<file path="src/rtl/multislice_adder_pkg.sv">
// multislice_adder_pkg
//   Shared definitions for the multi-cycle slice adder:
//   - mode encodings (ADD / SUB / ADC / SBB)
//   - controller state encoding
//   - configuration check used at elaboration time by the top
package multislice_adder_pkg;

  // Operation modes. Bit 0 selects "invert B" (subtract family).
  // Bit 1 selects "carry-in comes from the carry_in port".
  localparam logic [1:0] MODE_ADD = 2'b00;
  localparam logic [1:0] MODE_SUB = 2'b01;
  localparam logic [1:0] MODE_ADC = 2'b10;
  localparam logic [1:0] MODE_SBB = 2'b11;

  typedef enum logic [1:0] {
    IDLE = 2'b00,
    RUN  = 2'b01,
    FIN  = 2'b10
  } state_e;

  // Operand width must be a positive whole number of slices.
  function automatic bit slice_cfg_ok(input int width, input int slice);
    return (width > 0) && (slice > 0) && ((width % slice) == 0);
  endfunction

endpackage

</file>
<file path="src/rtl/multislice_adder_slice_adder.sv">
// slice_adder
//   Combinational SLICE-bit adder used once per clock by the top.
//   Ports:
//     a, b   : SLICE-bit operands (b already inverted for subtraction)
//     cin    : carry into bit 0
//     sum    : SLICE-bit sum
//     cout   : carry out of the slice MSB
//     c_msb  : carry into the slice MSB (for signed overflow)
module slice_adder #(
  parameter int SLICE = 4
) (
  input  logic [SLICE-1:0] a,
  input  logic [SLICE-1:0] b,
  input  logic             cin,
  output logic [SLICE-1:0] sum,
  output logic             cout,
  output logic             c_msb
);

  // Full SLICE+1 bit sum so the carry is never truncated away.
  logic [SLICE:0] wide_sum;

  always_comb begin
    wide_sum = {1'b0, a} + {1'b0, b} + {{SLICE{1'b0}}, cin};
    sum      = wide_sum[SLICE-1:0];
    cout     = wide_sum[SLICE];
    // Sum bit = a ^ b ^ carry_in, so the carry into the MSB is recovered
    // from the MSB sum bit.
    c_msb    = a[SLICE-1] ^ b[SLICE-1] ^ wide_sum[SLICE-1];
  end

endmodule

</file>
<file path="src/rtl/multislice_adder.sv">
// multislice_adder
//   Multi-cycle WIDTH-bit adder/subtractor that processes SLICE bits per
//   clock, LSB first, with a registered carry between slices.
//   Ports:
//     clk, rst_n   : clock (rising edge), async active-low reset
//     start        : request, accepted in IDLE or FIN
//     mode         : 00 ADD, 01 SUB, 10 ADC, 11 SBB (latched with start)
//     input1       : augend / minuend (latched with start)
//     input2       : addend / subtrahend (latched with start)
//     carry_in     : carry for ADC, not-borrow for SBB (latched with start)
//     busy         : operation in progress (RUN state)
//     done         : one-cycle pulse, results just updated
//     result       : WIDTH-bit result
//     carry        : carry out of bit WIDTH-1 (1 = no borrow when subtracting)
//     zero         : result == 0
//     overflow     : two's-complement overflow
module multislice_adder
  import multislice_adder_pkg::*;
#(
  parameter int WIDTH = 16,
  parameter int SLICE = 4
) (
  input  logic             clk,
  input  logic             rst_n,
  input  logic             start,
  input  logic [1:0]       mode,
  input  logic [WIDTH-1:0] input1,
  input  logic [WIDTH-1:0] input2,
  input  logic             carry_in,
  output logic             busy,
  output logic             done,
  output logic [WIDTH-1:0] result,
  output logic             carry,
  output logic             zero,
  output logic             overflow
);

  localparam int NSLICE = WIDTH / SLICE;
  localparam int IDX_W  = (NSLICE > 1) ? $clog2(NSLICE) : 1;
  localparam logic [IDX_W-1:0] IDX_LAST = IDX_W'(NSLICE - 1);

  generate
    if (!slice_cfg_ok(WIDTH, SLICE)) begin : g_bad_cfg
      $error("multislice_adder: WIDTH must be a positive multiple of SLICE");
    end
  endgenerate

  state_e state_reg, state_next;

  logic [WIDTH-1:0] a_reg;
  logic [WIDTH-1:0] b_reg;      // stored pre-inverted for SUB/SBB
  logic [WIDTH-1:0] part_reg;   // partial result, never visible outside
  logic [IDX_W-1:0] idx_reg;
  logic             carry_reg;

  logic [WIDTH-1:0] result_reg;
  logic             carry_out_reg;
  logic             zero_reg;
  logic             ovf_reg;

  logic             load;
  logic             step;
  logic             last;

  logic [SLICE-1:0] a_slice;
  logic [SLICE-1:0] b_slice;
  logic [SLICE-1:0] slice_sum;
  logic             slice_cout;
  logic             slice_c_msb;
  logic [WIDTH-1:0] part_next;

  assign last = (idx_reg == IDX_LAST);

  // Controller: next state and handshake outputs.
  always_comb begin
    state_next = state_reg;
    load       = 1'b0;
    step       = 1'b0;
    busy       = 1'b0;
    done       = 1'b0;
    case (state_reg)
      IDLE: begin
        if (start) begin
          load       = 1'b1;
          state_next = RUN;
        end
      end
      RUN: begin
        busy = 1'b1;
        step = 1'b1;
        if (last) state_next = FIN;
      end
      FIN: begin
        done = 1'b1;
        // A new request here is accepted without an idle gap.
        if (start) begin
          load       = 1'b1;
          state_next = RUN;
        end else begin
          state_next = IDLE;
        end
      end
      default: state_next = IDLE;
    endcase
  end

  always_ff @(posedge clk or negedge rst_n) begin
    if (!rst_n) state_reg <= IDLE;
    else        state_reg <= state_next;
  end

  // Slice selection by index; the single adder is time-shared.
  always_comb begin
    a_slice   = a_reg[idx_reg*SLICE +: SLICE];
    b_slice   = b_reg[idx_reg*SLICE +: SLICE];
    part_next = part_reg;
    part_next[idx_reg*SLICE +: SLICE] = slice_sum;
  end

  slice_adder #(.SLICE(SLICE)) u_slice_adder (
    .a     (a_slice),
    .b     (b_slice),
    .cin   (carry_reg),
    .sum   (slice_sum),
    .cout  (slice_cout),
    .c_msb (slice_c_msb)
  );

  always_ff @(posedge clk or negedge rst_n) begin
    if (!rst_n) begin
      a_reg         <= '0;
      b_reg         <= '0;
      part_reg      <= '0;
      idx_reg       <= '0;
      carry_reg     <= 1'b0;
      result_reg    <= '0;
      carry_out_reg <= 1'b0;
      zero_reg      <= 1'b1;
      ovf_reg       <= 1'b0;
    end else if (load) begin
      a_reg     <= input1;
      b_reg     <= mode[0] ? ~input2 : input2;
      // SUB forces carry-in 1 (true borrow); ADC/SBB take the port value.
      carry_reg <= mode[1] ? carry_in : mode[0];
      idx_reg   <= '0;
    end else if (step) begin
      part_reg  <= part_next;
      carry_reg <= slice_cout;
      if (last) begin
        idx_reg       <= '0;
        result_reg    <= part_next;
        carry_out_reg <= slice_cout;
        zero_reg      <= (part_next == '0);
        ovf_reg       <= slice_cout ^ slice_c_msb;
      end else begin
        idx_reg <= idx_reg + IDX_W'(1);
      end
    end
  end

  assign result   = result_reg;
  assign carry    = carry_out_reg;
  assign zero     = zero_reg;
  assign overflow = ovf_reg;

endmodule

</file>
<file path="config.mk">
export PLATFORM = sky130hd
export DESIGN_NAME = multislice_adder
export DESIGN_NICKNAME = d
export VERILOG_FILES = /design/src/rtl/multislice_adder_pkg.sv /design/src/rtl/multislice_adder_slice_adder.sv /design/src/rtl/multislice_adder.sv
export SDC_FILE = /design/constraint.sdc
export NUM_CORES = 1
export LEC_CHECK = 0
export CORE_MARGIN = 10
export CORE_UTILIZATION = 48
export CTS_BUF_LIST = sky130_fd_sc_hd__clkbuf_16
export CTS_CLUSTER_SIZE = 40
export DETAILED_ROUTE_END_ITERATION = 6
export PLACE_DENSITY = 0.76
export SKIP_LAST_GASP = 1
export SLEW_MARGIN = 30
export SYNTH_ARGS = -nofsm -noshare
export SYNTH_HDL_FRONTEND = slang
export SYNTH_SLANG_ARGS = --single-unit
</file>
<file path="constraint.sdc">
create_clock -name clk -period 3 [get_ports clk]
set_input_delay 0.6 -clock clk [delete_from_list [all_inputs] [get_ports clk]]
set_output_delay 0.6 -clock clk [all_outputs]
set_load 0.05 [all_outputs]
</file>
Yosys cells after proc, flatten, opt, wreduce, memory -nomap -nowiden
Cells that the tools add are included.
- bits of input ports: 38
- ROM bits: 0
- memories kept: 0
- logic and storage cells: 51
- bits in writable memories: 0
- bits in registers: 72
- latch bits: 0
- eq/ne operators: 5
- $mul: 0
- bitwise operators: 5
- divide/modulo/power cells: 0
- $lt $le $gt $ge: 0
- shifts and indexed selects: 4
- reductions and logical operators: 7
- multiplexer cells: 16
- add/subtract/negate cells: 4
- operators with widths (operator ; count):
    $neg A4 Y34 ; 1
    $shift A4 B34 Y16 const A ; 1
    $shiftx A4 B34 Y16 ; 1
    $shiftx A16 B5 Y4 ; 2
    $bwmux W16 ; 1
    $logic_not A16 Y1 ; 1
    $mux W16 ; 1
    $not A16 Y16 ; 1
    $mux W2 ; 5
    $mux W1 ; 8
    $pmux W2 S3 ; 1
    $add A4 B4 Y5 ; 1
    $add A5 B1 Y5 ; 1
    $eq A2 B2 Y1 const B ; 2
    $ne A2 B2 Y1 const B ; 2
    $reduce_and A2 Y1 ; 2
    $reduce_and A3 Y1 ; 1
    $xor A1 B1 Y1 ; 3
    $add A2 B1 Y2 const B ; 1
    $eq A2 B1 Y1 const B ; 1
    $logic_not A2 Y1 ; 1
    $reduce_bool A2 Y1 ; 1
    $reduce_or A2 Y1 ; 1
    $not A1 Y1 ; 1

Depth between registers and ports, before layout
Gate-level depths: netlist of run 1.
- depth after elaboration: 6
- depth in mapped cells: 10
- gate-level depth less buffers: 8

Hierarchy
Synthesis of run 1 repeated with hierarchy kept, for this count alone.
- cells, all modules: 329
- area, all modules: 3574.7 um^2
- by module, submodules not included (module ; times used ; sequential area each (um^2) ; area an instance (um^2) ; cells each):
    multislice_adder ; 1 ; 1803.0 ; 3433.3 ; 312
    slice_adder ; 1 ; 0.0 ; 141.4 ; 17

Worst setup path after synthesis of run 1
No wires, ideal clock.
- kind: register to register
- start: reg idx_reg[0]
- end: reg zero_reg (netlist: zero)
- setup slack: 0.040 ns
- path buffers: 2
- stages on the path, launching flop included: 11
- arrival: 2.869 ns
- data required time: 2.909 ns
- library setup time: 0.091 ns
- clock period less this slack: 2.960 ns
- cells stage by stage: dfrtp_1 buf_2 buf_2 mux4_2 fa_1 inv_1 fa_1 xnor2_1 a2111oi_1 a311oi_1 o31ai_1
- longest elaborated chain between the ends: 6
- RTL lines (element ; line ; RTL):
    from (decl) ; multislice_adder.sv:53 ; logic [IDX_W-1:0] idx_reg;
    from (signal assigned) ; multislice_adder.sv:156 ; idx_reg <= idx_reg + IDX_W'(1);
    $shiftx A16 B5 Y4 (on tied branches) ; multislice_adder.sv:114, multislice_adder.sv:115 ;
    $add A4 B4 Y5 ; multislice_adder_slice_adder.sv:24 ; wide_sum = {1'b0, a} + {1'b0, b} + {{SLICE{1'b0}}, cin};
    $add A5 B1 Y5 ; multislice_adder_slice_adder.sv:24 ;
    $shiftx A4 B34 Y16 ; multislice_adder.sv:117 ; part_next[idx_reg*SLICE +: SLICE] = slice_sum;
    $bwmux W16 ; multislice_adder.sv:117 ;
    $logic_not A16 Y1 ; multislice_adder.sv:153 ; zero_reg <= (part_next == '0);
    to (signal assigned) ; multislice_adder.sv:153 ;
    to (decl) ; multislice_adder.sv:58 ; logic zero_reg;
Several ways; a longest one is shown, not always the timed one.
A chain may end at the register's enable or synchronous reset.

Final worst setup path of run 1
Ends and elaborated chain as after synthesis.

==> run_results.csv, run 1 <==
group,metric,value,unit
status,status,"completed",
layout,mostFrequentLayoutCells,"70 x dfrtp_1, 57 x clkdlybuf4s50_1, 33 x nand2_1",
synth,synth-simple-area-share,0.113,
grt,grt_overflow,0,
synth,synthFlopType,"dfrtp_1",
worst_setup_path,max_stage_delay,540,ps
worst_setup_path,cp_common_cell,"fa_1",
synth,synth_cells,322,
power,p_leak,1.95,nW
place,gp_congestion,0.911,
synth,syn_area,3580,um^2
cts,root_buffer,"clkbuf_16",
worst_setup_path,slowest_stage,"mux4_2",
sta,fin_hold_ws,364,ps
worst_setup_path,crit_family,"compound AO/OA/AOI/OAI gates",
floorplan,core_area,7250,um^2
grt,grt_usage,0.154,
routing,drtIter0Drc,188,
worst_setup_path,r2r-end,"zero",
cts,cts_max_path_buffers,2,
routing,postRouteAntennaNets,0,
place,portBuffers,58,
place,dp.final_hpwl,6180,um
floorplan,die_area,11300,um^2
floorplan,die_width,106,um
synth,synth_nets,371,
synth,synth_compound_area_frac,0.154,
worst_setup_path,crit_fanout,7,
sta,min_period,2800,ps
worst_setup_path,endpoint_kind,"flip-flop",
sta,finalHoldViolCount,0,
synth,synth_seq_area_share,0.503,
synth,muxShareOfSynthArea,0.106,
worst_setup_path,cp.required,3240,ps
synth,synth_top_family_by_area,"compound AO/OA/AOI/OAI gates",
sta,rsz0062_at_grt,"false",
sta,setup_viol,0,
synth,yosys.cell_types.count,45,
routing,wirelength,8500,um
worst_setup_path,crit_path_start,"idx_reg[0]",
layout,syn_to_final_growth,27.6,%
cts,cts_buffers,9,
synth,synth_seq_cells,72,
synth,synth-xor-area-share,0.0415,
grt,grt_pass1_vias,2812,
layout,drive_gt1_frac,0.137,
worst_setup_path,reg2reg_from,"idx_reg[0]",
layout,layout_commonest_cell,"dfrtp_1",
synth,synth-async-reset-ratio,1.00,
synth,synth_fa_ha_area_frac,0.0426,
worst_setup_path,worst-path-buf-inv,1,
grt,antenna_found_initial,0,
power,power.density,1330,nW/um^2
routing,avgViaCountPerCell,5.54,
synth,syn_avg_cell_area,11.1,um^2
sta,finalMaxSlewViolations,0,
cts,cts_tree,"done",
worst_setup_path,arrival,3040,ps
flow_run,cap_violations,0,
worst_setup_path,path_class,"flip-flop to flip-flop",
power,vdd_ir_drop_max,594,uV
floorplan,rows,31,
sta,final.setup_skew,5.52,ps
floorplan,ioPinCount,59,
routing,routed-via-count,2692,
cts,clkLatencyLatePin,330,ps
worst_setup_path,cp-start-kind,"flip-flop",
layout,num_antenna_cells,0,
sta,maxSlewHeadroom,0.523,
worst_setup_path,reg2reg_depth,8,
routing,remaining_drc_errors,0,
sta,setup_tns,0,ps
worst_setup_path,r2r_setup_slack,200,ps
floorplan,die_h,106,um
routing,wl_per_cell,17.5,um
cts,cts_sinks,72,
grt,grt_max_degree,73,
cts,clk_pin_slew_worst_paths,60,ps
sta,max_freq,358,MHz
grt,grt_pass1_wl,14200,um
synth,synth_edf_count,0,
layout,nets,431,
floorplan,start_util,0.494,
routing,firstDrtPassIters,5,
sta,min_period_over_period,0.932,
synth,yosysWarnings,0,
min_path,hold_class,"primary input to asynchronous set/reset pin",
sta,worst_pin_slew,716,ps
worst_setup_path,path_cells,"mux4_2, fa_1, inv_1, fa_1, xnor2_1, a2111oi_2, a311oi_1, o31ai_1",
cts,htree_num_levels,3,
area by class of cell:
class | count | area, um^2
Clock buffer | 9 | 225
Clock inverter | 7 | 56.3
Fill cell | 610 | 2680
Inverter | 15 | 56.3
Multi-Input combinational cell | 215 | 1650
Sequential cell | 72 | 1800
Tap cell | 99 | 124
Timing Repair Buffer | 69 | 662
logic make-up after synthesis:
kind of cell / Yosys count
multiplexers: 26
flip-flops: 72
adder cells (fa/ha/maj): 11
XOR/XNOR: 17
buffers and inverters: 35
AO/OA/AOI/OAI: 79
AND/OR/NAND/NOR: 82
worst max-delay path by stage:
stage | endpoint | cells past startpoint | slack (ps)
after global routing | zero | 8 | 5
after CTS | zero | 8 | 70
final | zero | 8 | 200
after detailed placement | zero | 8 | 140
after floorplan | zero | 10 | 40
after global placement | zero | 8 | 300
per-layer routing:
metal	routed length, um	vias up	global-route usage
li1	-	1277	-
met1	3780	1285	0.193
met2	4080	117	0.252
met3	492	13	0.0350
met4	154	0	0.0658
met5	0	-	0
power by group:
group          internal [mW]  total, mW  switching (mW)  leakage (nW)
sequential              1.40       1.67           0.266         0.898
combinational           1.35       3.42            2.06         0.899
clock                  0.630       1.02           0.393         0.153
total                   3.38       6.11            2.72          1.95
cells in the mapped netlist, types with 9 or more instances:
library cell	instances	area, um^2
dfrtp_1	71	1780
nand2_1	33	124
o21ai_0	28	140
xnor2_1	17	149
mux2_2	16	180
nor2_1	16	60.1
inv_1	15	56.3
clkbuf_1	11	41.3
buf_2	9	45.0
ha_1	9	113
worst register-to-register path: stages, from the launching register on:
cell	delay, ps
dfrtp_2	440
mux4_2	540
fa_1	450
inv_1	100
fa_1	220
xnor2_1	210
a2111oi_2	410
a311oi_1	80
o31ai_1	260
through the flow:
step	util	setup slack, ps	cells	power [mW]	instance area, um^2
final	0.631	203	486	6.11	4570
after global routing	0.631	4.65	486	6.54	4570
after CTS	0.629	67.1	486	6.05	4560
after detailed placement	0.590	141	470	5.01	4280
after global placement	0.590	295	470	4.89	4280
after floorplan	-	40.0	322	4.02	3580
repair_timing:
action	in CTS	in global routing
resized for setup	0	2
setup buffers	0	0
setup endpoints to repair	0	1
hold buffers	0	0
(Power assumes the default switching activity.)
==> inputs of run 2 (changes only) <==
--- a/config.mk
+++ b/config.mk
@@ -6,11 +6,11 @@
 export NUM_CORES = 1
 export LEC_CHECK = 0
 export CORE_MARGIN = 10
-export CORE_UTILIZATION = 48
+export CORE_UTILIZATION = 45
 export CTS_BUF_LIST = sky130_fd_sc_hd__clkbuf_16
 export CTS_CLUSTER_SIZE = 40
 export DETAILED_ROUTE_END_ITERATION = 6
-export PLACE_DENSITY = 0.76
+export PLACE_DENSITY = 0.72
 export SKIP_LAST_GASP = 1
 export SLEW_MARGIN = 30
 export SYNTH_ARGS = -nofsm -noshare
==> constraint.sdc (replaced) <==
create_clock -name clk -period 3 [get_ports clk]
set_input_delay 0.6 -clock clk [delete_from_list [all_inputs] [get_ports clk]]
set_output_delay 0.6 -clock clk [all_outputs]
set_load 0.1 [all_outputs]
==> run_results.csv, run 2 (synthesis results as in run 1) <==
group,metric,value,unit
status,status,"completed",
layout,num_antenna_cells,0,
min_path,hold_class,"primary input to asynchronous set/reset pin",
sta,max_freq,363,MHz
cts,root_buffer,"clkbuf_16",
routing,wl_per_cell,16.4,um
sta,rsz0062_at_grt,"false",
place,portBuffers,58,
grt,grt_pass1_vias,2660,
floorplan,rows,32,
sta,worst_pin_slew,679,ps
place,dp.final_hpwl,6170,um
floorplan,start_util,0.464,
worst_setup_path,crit_fanout,18,
floorplan,ioPinCount,59,
layout,mostFrequentLayoutCells,"70 x dfrtp_1, 36 x clkdlybuf4s50_1, 33 x nand2_1",
floorplan,die_width,109,um
worst_setup_path,arrival,2970,ps
sta,min_period_over_period,0.918,
sta,setup_viol,0,
worst_setup_path,r2r_setup_slack,250,ps
cts,clkLatencyLatePin,330,ps
worst_setup_path,path_class,"flip-flop to flip-flop",
cts,htree_num_levels,3,
sta,setup_tns,0,ps
layout,syn_to_final_growth,27.8,%
grt,use_met3,0.0496,
grt,antenna_found_initial,0,
grt,grt_overflow,0,
sta,min_period,2750,ps
routing,avgViaCountPerCell,5.42,
floorplan,core_area,7730,um^2
worst_setup_path,cp.required,3220,ps
layout,regArea,1800,um^2
grt,use_met2,0.229,
routing,remaining_drc_errors,0,
floorplan,die_h,109,um
layout,fill_cells,641,
worst_setup_path,cp-start-kind,"flip-flop",
sta,final.setup_skew,6.81,ps
cts,cts_buffers,9,
routing,drtIter0Drc,145,
flow_run,cap_violations,0,
cts,cts_max_path_buffers,2,
grt,busiest_layer,"met2",
cts,ctsHoldBuffers,0,
sta,maxSlewHeadroom,0.547,
worst_setup_path,reg2reg_from,"idx_reg[0]",
routing,wirelength,7990,um
routing,firstDrtPassIters,4,
layout,layout_commonest_cell,"dfrtp_1",
cts,cts_tree,"done",
routing,postRouteAntennaNets,0,
grt,grt_usage,0.141,
grt,grt_pass1_wl,13200,um
sta,finalMaxSlewViolations,0,
worst_setup_path,endpoint_kind,"flip-flop",
sta,finalHoldViolCount,0,
layout,multi_input_area,1650,um^2
grt,grt_max_degree,46,
cts,cts_sinks,72,
routing,routed-via-count,2636,
cts,clk_pin_slew_worst_paths,50,ps
floorplan,die_area,11900,um^2
layout,nets,428,
worst_setup_path,reg2reg_depth,7,
worst_setup_path,r2r-end,"part_reg[7]",
cts,cts_setup_buffers,0,
grt,use_met1,0.175,
place,gp_congestion,0.866,
layout,drive_gt1_frac,0.195,
[run 2: cell types whose count changed in the layout (fill, tap and decap cells not counted), sizes merged]
cell	before	now
inv	18	16
clkinvlp	0	2
clkinv	3	1
clkdlybuf4s50	57	36
buf	12	30
bufinv	1	3
[run 2: repair_timing]
action | CTS | global route
setup endpoints to repair | 0 | 1
resized for setup | 0 | 3
endpoints found under the hold margin | 0 | 0
[run 2: per-layer routing]
metal	vias up	wire length, um
met4	0	125
li1	1271	-
met3	14	507
met1	1269	3450
met2	82	3910
met5	-	0
[run 2: area by class of cell]
cell class,count,area share
sequential,72,0.394
multi-input combinational,215,0.361
timing repair buffer,66,0.130
clock buffer,9,0.0492
tap,102,0.0279
clock inverter,7,0.0259
inverter,15,0.0123
[run 2: how the worst max path moves through the flow]
| stage | start | to | cells after the start |
|---|---|---|---|
| CTS | idx_reg[0] | zero | 8 |
| detailed placement | idx_reg[0] | zero | 8 |
| floorplan | idx_reg[0] | zero | 10 |
| global placement | idx_reg[0] | zero | 7 |
| finish | idx_reg[0] | part_reg[7] | 7 |
| global route | idx_reg[0] | part_reg[11] | 7 |
[run 2: worst max-delay path, cell delays in order (launching register included)]
cell	delay (ps)
dfrtp_2	430
buf_4	260
mux4_2	530
ha_1	440
nand3_1	170
a21oi_1	330
nor2_1	180
a32o_1	290
[run 2: per-stage QoR]
step / instance area [um^2] / std cells / util / worst slack [ps] / hold WS (ps)
finish: 4580 / 486 / 0.593 / 246 / 296
global route: 4580 / 486 / 0.593 / 65.0 / 349
CTS: 4570 / 486 / 0.591 / 154 / 312
detailed placement: 4220 / 470 / 0.547 / 195 / 471
global placement: 4220 / 470 / 0.547 / 281 / 464
floorplan: 3580 / 322 / - / 40.0 / 304
Power of run 2 is left out: the tool's default activity adds up to more than one toggle a clock period on the data nets, which glitch-free logic cannot reach.
